===== config.mk =====
export PLATFORM = sky130hd
export DESIGN_NAME = vga_sprite_engine
export DESIGN_NICKNAME = d
export VERILOG_FILES = /design/src/rtl/vga_sprite_engine.sv
export SDC_FILE = /design/constraint.sdc
export NUM_CORES = 1
export LEC_CHECK = 0
export BUFFER_PORTS_ARGS = -buffer_cell sky130_fd_sc_hd__buf_4
export CAP_MARGIN = 20
export CORE_UTILIZATION = 50
export DETAILED_ROUTE_END_ITERATION = 16
export PLACE_DENSITY = 0.72
export SYNTH_ARGS = -nofsm -noshare
export SYNTH_HDL_FRONTEND = slang
export SYNTH_SLANG_ARGS = --single-unit
export TNS_END_PERCENT = 20

===== constraint.sdc =====
create_clock -name clk -period 8.3 [get_ports clk]
set_input_delay 1.245 -clock clk [delete_from_list [all_inputs] [get_ports clk]]
set_output_delay 1.245 -clock clk [all_outputs]
set_load 0.005 [all_outputs]

===== src/rtl/vga_sprite_engine.sv =====
// VGA timing generator with an N-sprite rectangle compositor over a background colour.
// Optional per-sprite collision flags are enabled by defining SPRITE_COLLIDE_EN.
module vga_sprite_engine #(
  parameter int NUM_SPRITES = 3,
  parameter int COORD_W     = 16,
  parameter int COLOR_W     = 8,
  parameter int SPRITE_W    = 16,
  parameter int SPRITE_H    = 16,
  parameter int CLK_DIV     = 2,
  parameter int H_ACTIVE    = 640,
  parameter int H_FP        = 16,
  parameter int H_SYNC      = 96,
  parameter int H_BP        = 48,
  parameter int V_ACTIVE    = 480,
  parameter int V_FP        = 10,
  parameter int V_SYNC      = 2,
  parameter int V_BP        = 33
) (
  input  logic                               clk,
  input  logic                               reset,
  input  logic [NUM_SPRITES*COORD_W-1:0]     sprite_x,
  input  logic [NUM_SPRITES*COORD_W-1:0]     sprite_y,
  input  logic [NUM_SPRITES*3*COLOR_W-1:0]   sprite_color,
  input  logic [NUM_SPRITES-1:0]             sprite_en,
  input  logic [3*COLOR_W-1:0]               bg_color,
  output logic                               clk_25MHz,
  output logic                               h_sync,
  output logic                               v_sync,
  output logic                               sync_n,
  output logic                               blank_n,
  output logic [COLOR_W-1:0]                 red_out,
  output logic [COLOR_W-1:0]                 green_out,
  output logic [COLOR_W-1:0]                 blue_out,
`ifdef SPRITE_COLLIDE_EN
  output logic [NUM_SPRITES-1:0]             collide,
`endif
  output logic                               frame_start
);

  localparam int H_TOTAL  = H_ACTIVE + H_FP + H_SYNC + H_BP;
  localparam int V_TOTAL  = V_ACTIVE + V_FP + V_SYNC + V_BP;
  localparam int HCNT_W   = $clog2(H_TOTAL);
  localparam int VCNT_W   = $clog2(V_TOTAL);
  localparam int DIV_W    = (CLK_DIV > 1) ? $clog2(CLK_DIV) : 1;
  localparam int PIX_W    = 3 * COLOR_W;
  localparam int HS_START = H_ACTIVE + H_FP;
  localparam int HS_END   = H_ACTIVE + H_FP + H_SYNC;
  localparam int VS_START = V_ACTIVE + V_FP;
  localparam int VS_END   = V_ACTIVE + V_FP + V_SYNC;

  logic [DIV_W-1:0]  div_cnt;
  logic              pix_tick;
  logic [HCNT_W-1:0] hcnt;
  logic [VCNT_W-1:0] vcnt;
  logic              active;
  logic              latch;

  logic [NUM_SPRITES*COORD_W-1:0]   sh_x;
  logic [NUM_SPRITES*COORD_W-1:0]   sh_y;
  logic [NUM_SPRITES*PIX_W-1:0]     sh_col;
  logic [NUM_SPRITES-1:0]           sh_en;
  logic [PIX_W-1:0]                 sh_bg;

  logic [COORD_W:0]       h_pos;
  logic [COORD_W:0]       v_pos;
  logic [COORD_W:0]       x0;
  logic [COORD_W:0]       y0;
  logic [NUM_SPRITES-1:0] hit;
  logic [PIX_W-1:0]       pix_color;

  assign pix_tick  = (div_cnt == DIV_W'(CLK_DIV - 1));
  assign clk_25MHz = (32'(div_cnt) < 32'(CLK_DIV / 2));
  assign sync_n    = 1'b0;
  assign active    = (32'(hcnt) < 32'(H_ACTIVE)) && (32'(vcnt) < 32'(V_ACTIVE));
  assign latch     = pix_tick && (hcnt == '0) && (32'(vcnt) == 32'(V_ACTIVE));

  always_ff @(posedge clk or negedge reset) begin
    if (!reset) begin
      div_cnt <= '0;
    end else if (pix_tick) begin
      div_cnt <= '0;
    end else begin
      div_cnt <= div_cnt + 1'b1;
    end
  end

  always_ff @(posedge clk or negedge reset) begin
    if (!reset) begin
      hcnt <= '0;
      vcnt <= '0;
    end else if (pix_tick) begin
      if (32'(hcnt) == 32'(H_TOTAL - 1)) begin
        hcnt <= '0;
        if (32'(vcnt) == 32'(V_TOTAL - 1)) begin
          vcnt <= '0;
        end else begin
          vcnt <= vcnt + 1'b1;
        end
      end else begin
        hcnt <= hcnt + 1'b1;
      end
    end
  end

  // Shadows are taken at the top of vertical blanking so a frame never mixes old and new sprite state.
  always_ff @(posedge clk or negedge reset) begin
    if (!reset) begin
      sh_x   <= '0;
      sh_y   <= '0;
      sh_col <= '0;
      sh_en  <= '0;
      sh_bg  <= '0;
    end else if (latch) begin
      sh_x   <= sprite_x;
      sh_y   <= sprite_y;
      sh_col <= sprite_color;
      sh_en  <= sprite_en;
      sh_bg  <= bg_color;
    end
  end

  assign h_pos = (COORD_W+1)'(hcnt);
  assign v_pos = (COORD_W+1)'(vcnt);

  // One extra bit on the bounds keeps a sprite parked near the top of the coordinate range from wrapping.
  always_comb begin
    hit = '0;
    x0  = '0;
    y0  = '0;
    for (int unsigned i = 0; i < NUM_SPRITES; i++) begin
      x0 = {1'b0, sh_x[i*COORD_W +: COORD_W]};
      y0 = {1'b0, sh_y[i*COORD_W +: COORD_W]};
      hit[i] = sh_en[i]
               && (h_pos >= x0) && (h_pos < x0 + (COORD_W+1)'(SPRITE_W))
               && (v_pos >= y0) && (v_pos < y0 + (COORD_W+1)'(SPRITE_H));
    end
  end

  // Walk from the highest index down so the lowest-index hit is the last writer.
  always_comb begin
    pix_color = sh_bg;
    for (int unsigned i = 0; i < NUM_SPRITES; i++) begin
      if (hit[NUM_SPRITES-1-i]) begin
        pix_color = sh_col[(NUM_SPRITES-1-i)*PIX_W +: PIX_W];
      end
    end
  end

  always_ff @(posedge clk or negedge reset) begin
    if (!reset) begin
      h_sync      <= 1'b1;
      v_sync      <= 1'b1;
      blank_n     <= 1'b0;
      red_out     <= '0;
      green_out   <= '0;
      blue_out    <= '0;
      frame_start <= 1'b0;
    end else begin
      frame_start <= latch;
      if (pix_tick) begin
        h_sync  <= !((32'(hcnt) >= 32'(HS_START)) && (32'(hcnt) < 32'(HS_END)));
        v_sync  <= !((32'(vcnt) >= 32'(VS_START)) && (32'(vcnt) < 32'(VS_END)));
        blank_n <= active;
        if (active) begin
          {red_out, green_out, blue_out} <= pix_color;
        end else begin
          {red_out, green_out, blue_out} <= '0;
        end
      end
    end
  end

`ifdef SPRITE_COLLIDE_EN
  logic [NUM_SPRITES-1:0] multi_hit;
  logic [NUM_SPRITES-1:0] coll_acc;

  always_comb begin
    multi_hit = '0;
    for (int unsigned i = 0; i < NUM_SPRITES; i++) begin
      multi_hit[i] = hit[i] && ((hit & ~(NUM_SPRITES'(1) << i)) != '0);
    end
  end

  always_ff @(posedge clk or negedge reset) begin
    if (!reset) begin
      coll_acc <= '0;
      collide  <= '0;
    end else if (latch) begin
      collide  <= coll_acc;
      coll_acc <= '0;
    end else if (pix_tick && active) begin
      coll_acc <= coll_acc | multi_hit;
    end
  end
`endif

endmodule


==> results of run 1 <==
layout make-up:
class | instances | area (um^2)
timing repair buffer | 237 | 1800
tap | 335 | 419
fill | 2166 | 9990
inverter | 100 | 375
clock inverter | 11 | 113
sequential | 244 | 6110
clock buffer | 37 | 763
multi-input combinational | 833 | 6490
where the power goes:
group | internal, mW | switching (mW)
clock network | 0.702 | 0.478
logic | 0.0595 | 0.0396
registers | 1.19 | 0
final timing paths:
path                            cells past startpoint          to
worst max-delay path                               12  red_out[6]
worst min-delay path                                1    sh_y[45]
worst max register to register                     12  red_out[6]
worst min register to register                      1    sh_y[45]
max in group asynchronous                           2    sh_x[28]
min in group asynchronous                           1  sh_col[34]
kinds of logic (layout without fill, tap and decap cells):
family          after synthesis  after routing  synth area share
other cells                   1              1          0.000282
mux                         123            123             0.104
compound gates              281            281             0.156
simple gates                285            285             0.102
fa+ha+maj                   106            106            0.0999
xor+xnor                     37             37            0.0244
buf+inv                     162            385            0.0529
flops                       244            244             0.460
critical path, delay by kind of cell (launching register included):
kind | cells | cell delay, ps
xor gates and xnor gates | 1 | 140
AOI/OAI and AO/OA | 4 | 1570
and+or+nand+nor | 4 | 690
DFF | 1 | 420
adders and majority gates | 2 | 540
buffers and inverters | 1 | 400
per-layer routing:
layer,global-route usage,vias up,part of all wire
li1,-,4855,-
met1,0.352,4978,0.46
met2,0.401,283,0.46
met3,0.0306,69,0.050
met4,0.0834,0,0.032
met5,0,-,0
sequential cells by signal, summed over array words and instances (netlist names):
name and cells:
blank_n 1, blue_out 8, div_cnt 1, frame_start 1, green_out 8, h_sync 1, hcnt 10, red_out 8
sh_bg 24, sh_col 72, sh_en 3, sh_x 48, sh_y 48, v_sync 1, vcnt 10
layout by cell type, fill, tap and decap left out, types with 5 or more instances in the layout:
| cell | count |
|---|---|
| dfrtp_1 | 242 |
| nand4_1 | 12 |
| nand3_1 | 29 |
| nor2b_1 | 6 |
| nand2b_1 | 12 |
| o31ai_2 | 21 |
| nor3_1 | 7 |
| ha_1 | 106 |
| a21oi_1 | 24 |
| a211oi_2 | 20 |
| xnor2_1 | 33 |
| clkbuf_1 | 5 |
| mux2_2 | 30 |
| a2111oi_0 | 6 |
| and3_1 | 9 |
| clkbuf_8 | 5 |
| o31ai_1 | 8 |
| clkbuf_16 | 27 |
| inv_1 | 98 |
| a211oi_1 | 11 |
| mux2_1 | 88 |
| o21ai_1 | 46 |
| clkinv_2 | 6 |
| nor4_1 | 7 |
| a41oi_1 | 24 |
| nor2_1 | 57 |
| nand2_1 | 120 |
| a32oi_1 | 24 |
| buf_4 | 235 |
| o21ai_0 | 61 |
stage by stage:
stage	instance area (um^2)	hold WS (ps)	total power, mW
after floorplan	13300	448	1.21
after detailed placement	15200	471	1.31
after global routing	16100	505	2.56
after global placement	15200	462	1.31
final	16100	482	2.47
after CTS	16100	485	2.50
==> results.py, run 1 <==
metrics = {
    "synthesis": {
        "synthCells": 1239,
        "synth-main-ff-cell": "dfrtp_1",
        "synth_edf_count": 0,
        "synth_nets": 1542,
        "synth_cell_types": 66,
        "synth_area_leaders": "dfrtp_1 (46%), ha_1 (10%), mux2_1 (7.5%), nand2_1 (3.4%), inv_1 (2.8%)",
        "yosysSeqAreaShare": 0.460,
        "synth.most_common_cell": "dfrtp_1",
        "synth_warnings": 0,
        "yosysTopAreaCellShare": 0.456,
        "synth.cell_area_um2": 13300,
        "ys_seq_elements": 244,
        "synth_top_cells_by_count": "dfrtp_1 (242), nand2_1 (120), ha_1 (106), inv_1 (98), mux2_1 (88)",
        "avgSynthCellArea_um2": 10.7,
        "postSynth.asyncResetShare": 1.00,
        "yosysTopAreaCell": "dfrtp_1",
    },
    "drt": {
        "wire_per_inst_um": 18.7,
        "vias": 10200,
        "drc": 0,
        "dr.first_iter.drc_count": 719,
        "viasPerCell": 5.67,
        "ant_nets": 0,
        "dr.pass1.iters": 7,
        "routed_wl_mm": 33.6,
    },
    "floorplanning": {
        "dieArea_um2": 27200,
        "num_rows": 59,
        "die_y_um": 165,
        "die_x_um": 165,
        "initial_core_util": 0.509,
        "core_um2": 26100,
        "io_pins": 227,
    },
    "sta": {
        "final-setup-viol-count": 0,
        "rsz0062_at_grt": "no",
        "tightest_slew_ps": 1050,
        "finalCritPeriodShare": 0.468,
        "slew_viol_final": 0,
        "finalWorstSetupSlack_ps": 4420,
        "clock-skew-final_ps": 16.8,
        "slew_headroom": 0.281,
        "setup-tns-final_ps": 0,
        "max_freq_ghz": 0.258,
        "finalHoldViolations": 0,
        "period_needed_ps": 3880,
    },
    "setup_path": {
        "crit_top_cell": "ha_1",
        "cp-start-kind": "flop",
        "path_cells": "ha_1 > nand3_1 > xnor2_1 > ha_1 > nand2_1 > nor2_1 > a2111oi_0 > a211o_1 > and4_1 > buf_4 > a211oi_1 > o31ai_2",
        "critical_path_class": "flop to flop",
        "rrSetupSlack_ps": 4420,
        "r2r-start": "sh_y[36]",
        "cpMaxStageDelayCell": "a211o_1",
        "cp-startpoint": "sh_y[36]",
        "endpoint_kind": "flop",
        "worst_ep_required_time_ps": 8720,
        "crit_fanout": 25,
        "cpPeakStageDelay_ps": 810,
        "worstPathArrival_ps": 4310,
    },
    "clocking": {
        "cts_tree": "built",
        "cts_buffer_depth": 3,
        "cts_root_buffer": "clkbuf_16",
        "cts_setup_buffers": 0,
        "cts_hold_buf": 0,
        "cts.sinks": 244,
        "cts-htree-levels": 1,
        "cts_buffers": 27,
        "insertion_delay_ps": 530,
        "post_cts_resized": 0,
        "clkTransAtPathRegs_ps": 70,
    },
    "place": {
        "place.gp.congestion": 0.869,
        "dp_hpwl_mm": 23.9,
        "port_buffers": 225,
        "dp_cells": 1749,
        "dpl_worst_slack_ps": 4500,
    },
    "global_route": {
        "grt_max_degree": 136,
        "grt_pass1_wl_mm": 53.5,
        "grt_overflow_total": 0,
        "antenna_found_initial": 0,
        "grt_pass1_vias": 10400,
        "grt.total_usage": 0.251,
    },
    "finish": {
        "stdcell_count": 1797,
        "final_layout_size_suffix_gt1_frac": 0.251,
        "num_antenna_cells": 0,
        "nets": 1746,
        "post-route-util": 0.617,
        "area_delta_synth_final_pct": 21.0,
    },
    "outcome": {
        "status": "complete, no violations",
    },
    "power": {
        "p_per_area_nw_per_um2": 154,
        "vdd_drop_max_mv": 0.151,
        "p_leak_nw": 8.06,
    },
    "job": {
        "maxCapViolCount": 0,
    },
    "worst_hold_path": {
        "min-delay-start": "sh_y[45]",
        "min_path_type": "flop to flop",
    },
}
Note: power is estimated with default switching activity, not from simulation.
==> run 2, diff against run 1 <==
--- a/config.mk
+++ b/config.mk
@@ -5,11 +5,12 @@
 export SDC_FILE = /design/constraint.sdc
 export NUM_CORES = 1
 export LEC_CHECK = 0
+export ABC_AREA = 1
 export BUFFER_PORTS_ARGS = -buffer_cell sky130_fd_sc_hd__buf_4
 export CAP_MARGIN = 20
 export CORE_UTILIZATION = 50
 export DETAILED_ROUTE_END_ITERATION = 16
-export PLACE_DENSITY = 0.72
+export PLACE_DENSITY = 0.75
 export SYNTH_ARGS = -nofsm -noshare
 export SYNTH_HDL_FRONTEND = slang
 export SYNTH_SLANG_ARGS = --single-unit
==> constraint.sdc (replaced) <==
create_clock -name clk -period 3.54 [get_ports clk]
set_input_delay 0.531 -clock clk [delete_from_list [all_inputs] [get_ports clk]]
set_output_delay 0.531 -clock clk [all_outputs]
set_load 0.005 [all_outputs]
==> run 2 against run 1 <==
Effect of this change: the flow now finishes with violations (hold timing); combinational power grew 140%; sequential cell count is the same; synthesized area grew 5.6%; final cell count grew 37%; cell area grew 5.6%.
==> results.py, run 2 <==
metrics = {
    "synthesis": {
        "synth_compound_area_frac": 0.0517,
        "synth_nets": 2169,
        "yosysSeqAreaShare": 0.436,
        "synth_cell_types": 45,
        "synth_warnings": 0,
        "synth_area_leaders": "dfrtp_1 (43%), nand2_1 (22%), ha_1 (9.5%), inv_1 (4.8%), nor2_1 (3.0%)",
        "synth-main-ff-cell": "dfrtp_1",
        "synth.most_common_cell": "nand2_1",
        "synth_edf_count": 0,
        "synthSimpleGateAreaFrac": 0.323,
        "synthCells": 1866,
        "synth_fa_ha_area_frac": 0.0946,
        "synth_xor_area_frac": 0.0194,
        "synth.cell_area_um2": 14000,
        "postSynth.asyncResetShare": 1.00,
        "yosysTopAreaCell": "dfrtp_1",
        "avgSynthCellArea_um2": 7.52,
        "synth_top_family_by_area": "simple AND/OR/NAND/NOR gates",
        "synth.area.mux_share": 0,
        "ys_seq_elements": 244,
        "yosysTopAreaCellShare": 0.432,
        "synth_top_cells_by_count": "nand2_1 (805), dfrtp_1 (242), inv_1 (178), nor2_1 (113), ha_1 (106)",
    },
    "power": {
        "p_leak_nw": 8.79,
        "p_per_area_nw_per_um2": 352,
        "vdd_drop_max_mv": 0.331,
    },
    "worst_hold_path": {
        "min_path_type": "input port to asynchronous set/reset pin",
    },
    "setup_path": {
        "worstPathArrival_ps": 3480,
        "path_cells": "ha_1 > nand3_1 > xor2_1 > ha_1 > nand2_1 > nor2_1 > nand3_1 > nand4_1 > a21oi_1 > nor2_1 > nor2_4 > nand4_1 > nand2_1 > inv_1 > nand2_1 > nand2_1 > nand2_1",
        "endpoint_kind": "flop",
        "crit_fanout": 24,
        "worst_ep_required_time_ps": 4020,
        "cpMaxStageDelayCell": "nor2_4",
        "crit_top_cell": "nand2_1",
        "rrSetupSlack_ps": 540,
        "cpPeakStageDelay_ps": 500,
        "rr_worst_depth": 17,
        "critical_path_class": "flop to flop",
        "r2r-end": "green_out[1]",
        "r2r-start": "sh_x[20]",
        "cp-start-kind": "flop",
    },
    "place": {
        "port_buffers": 225,
        "place.gp.congestion": 0.924,
        "dp_hpwl_mm": 27.2,
        "dpl_worst_slack_ps": 586,
    },
    "drt": {
        "routed_wl_mm": 38.3,
        "drc": 0,
        "viasPerCell": 5.20,
        "vias": 12800,
        "ant_nets": 0,
        "dr.pass1.iters": 5,
        "wire_per_inst_um": 15.6,
        "dr.first_iter.drc_count": 1023,
    },
    "global_route": {
        "grt_overflow_total": 0,
        "antenna_found_initial": 1,
        "grt.total_usage": 0.270,
        "grt_pass1_vias": 12500,
        "grt_pass1_wl_mm": 62.1,
        "grt_max_degree": 106,
    },
    "clocking": {
        "cts.sinks": 244,
        "post_cts_resized": 0,
        "cts-htree-levels": 1,
        "cts_root_buffer": "clkbuf_16",
        "cts_setup_buffers": 0,
        "cts_buffers": 26,
        "clkTransAtPathRegs_ps": 60,
        "cts_tree": "built",
        "insertion_delay_ps": 550,
        "cts_hold_buf": 0,
        "cts_buffer_depth": 3,
    },
    "floorplanning": {
        "die_y_um": 169,
        "num_rows": 60,
        "initial_core_util": 0.515,
        "die_x_um": 169,
        "core_um2": 27300,
        "dieArea_um2": 28700,
        "io_pins": 227,
    },
    "finish": {
        "largest_reg_flops": 72,
        "mostFrequentLayoutCells": "nand2_1 (805), dfrtp_1 (242), buf_4 (238)",
        "area_delta_synth_final_pct": 21.0,
        "top_regs": "sh_col: 72 flops, sh_x: 48 flops, sh_y: 48 flops",
        "regMostFlops": "sh_col",
        "final_layout_size_suffix_gt1_frac": 0.159,
        "nFillCells": 2403,
        "nets": 2370,
        "layout_commonest_cell": "nand2_1",
    },
    "outcome": {
        "violations": "hold timing",
        "status": "finished, violations left",
    },
    "sta": {
        "setup-tns-final_ps": 0,
        "finalHoldViolations": 2,
        "finalWorstSetupSlack_ps": 544,
        "slew_viol_final": 0,
        "finalCritPeriodShare": 0.846,
        "clock-skew-final_ps": 25.8,
        "holdWs_ps": -13.5,
        "max_freq_ghz": 0.334,
        "period_needed_ps": 3000,
        "tightest_slew_ps": 1100,
        "final-setup-viol-count": 0,
        "rsz0062_at_grt": "no",
        "slew_headroom": 0.265,
    },
    "job": {
        "maxCapViolCount": 0,
    },
}
-- run 2: final cells by class --
type | count | area, um^2 | share of cell area
Antenna cell | 1 | 2.50 | 0.000148
Clock inverter | 10 | 169 | 0.00996
Clock buffer | 37 | 762 | 0.0449
Sequential cell | 244 | 6110 | 0.360
Inverter | 182 | 688 | 0.0406
Tap cell | 372 | 465 | 0.0274
Multi-Input combinational cell | 1369 | 6870 | 0.405
Timing Repair Buffer | 244 | 1900 | 0.112
-- run 2: worst max-delay path: cells and delay by family, from the launching register on --
family          cells  cell delay (ps)
buf+inv             1               50
simple gates       12             1560
compound gates      1              230
fa+ha+maj           2              500
xor+xnor            1              180
flops               1              420
-- run 2: through the flow --
stage / power [mW] / cell area, um^2 / hold WS (ps) / util / instances
3_5_place_dp: 3.08 / 16000 / 464 / 0.588 / 2411
3_3_place_gp: 3.08 / 16000 / 456 / 0.588 / 2411
5_1_grt: 6.14 / 17000 / 82.7 / 0.622 / 2459
2_1_floorplan: 2.84 / 14000 / 235 / - / 1866
6_report: 5.98 / 17000 / -13.5 / 0.622 / 2459
4_1_cts: 6.02 / 17000 / 57.8 / 0.622 / 2458
-- run 2: kinds of logic (layout without fill, tap and decap cells) --
group	after synthesis	in the layout
AOI/OAI and AO/OA	138	138
other	1	2
adders and majority gates	106	106
xor gates and xnor gates	31	31
and+or+nand+nor	1093	1093
DFF	244	244
buffers and inverters	253	473
-- run 2: report_power, final --
part / switching [mW] / internal, mW
Clock: 1.16 / 1.79
Sequential: 0 / 2.79
Combinational: 0.0997 / 0.140
-- run 2: worst max-delay path by stage --
| stage | to | cells after the start | start |
|---|---|---|---|
| 6_report | green_out[1] | 17 | sh_x[20] |
| 5_1_grt | blue_out[7] | 20 | sh_x[36] |
| 4_1_cts | green_out[1] | 17 | sh_x[20] |
| 3_5_place_dp | green_out[1] | 17 | sh_x[20] |
| 3_3_place_gp | blue_out[3] | 17 | sh_x[20] |
| 2_1_floorplan | blue_out[2] | 21 | sh_x[36] |
-- run 2: metal layers --
layer,share of wire,global-route usage,vias to the layer above
met4,0.037,0.118,0
met5,0,0,-
li1,-,-,6270
met2,0.46,0.431,475
met3,0.057,0.0322,87
met1,0.45,0.372,5952
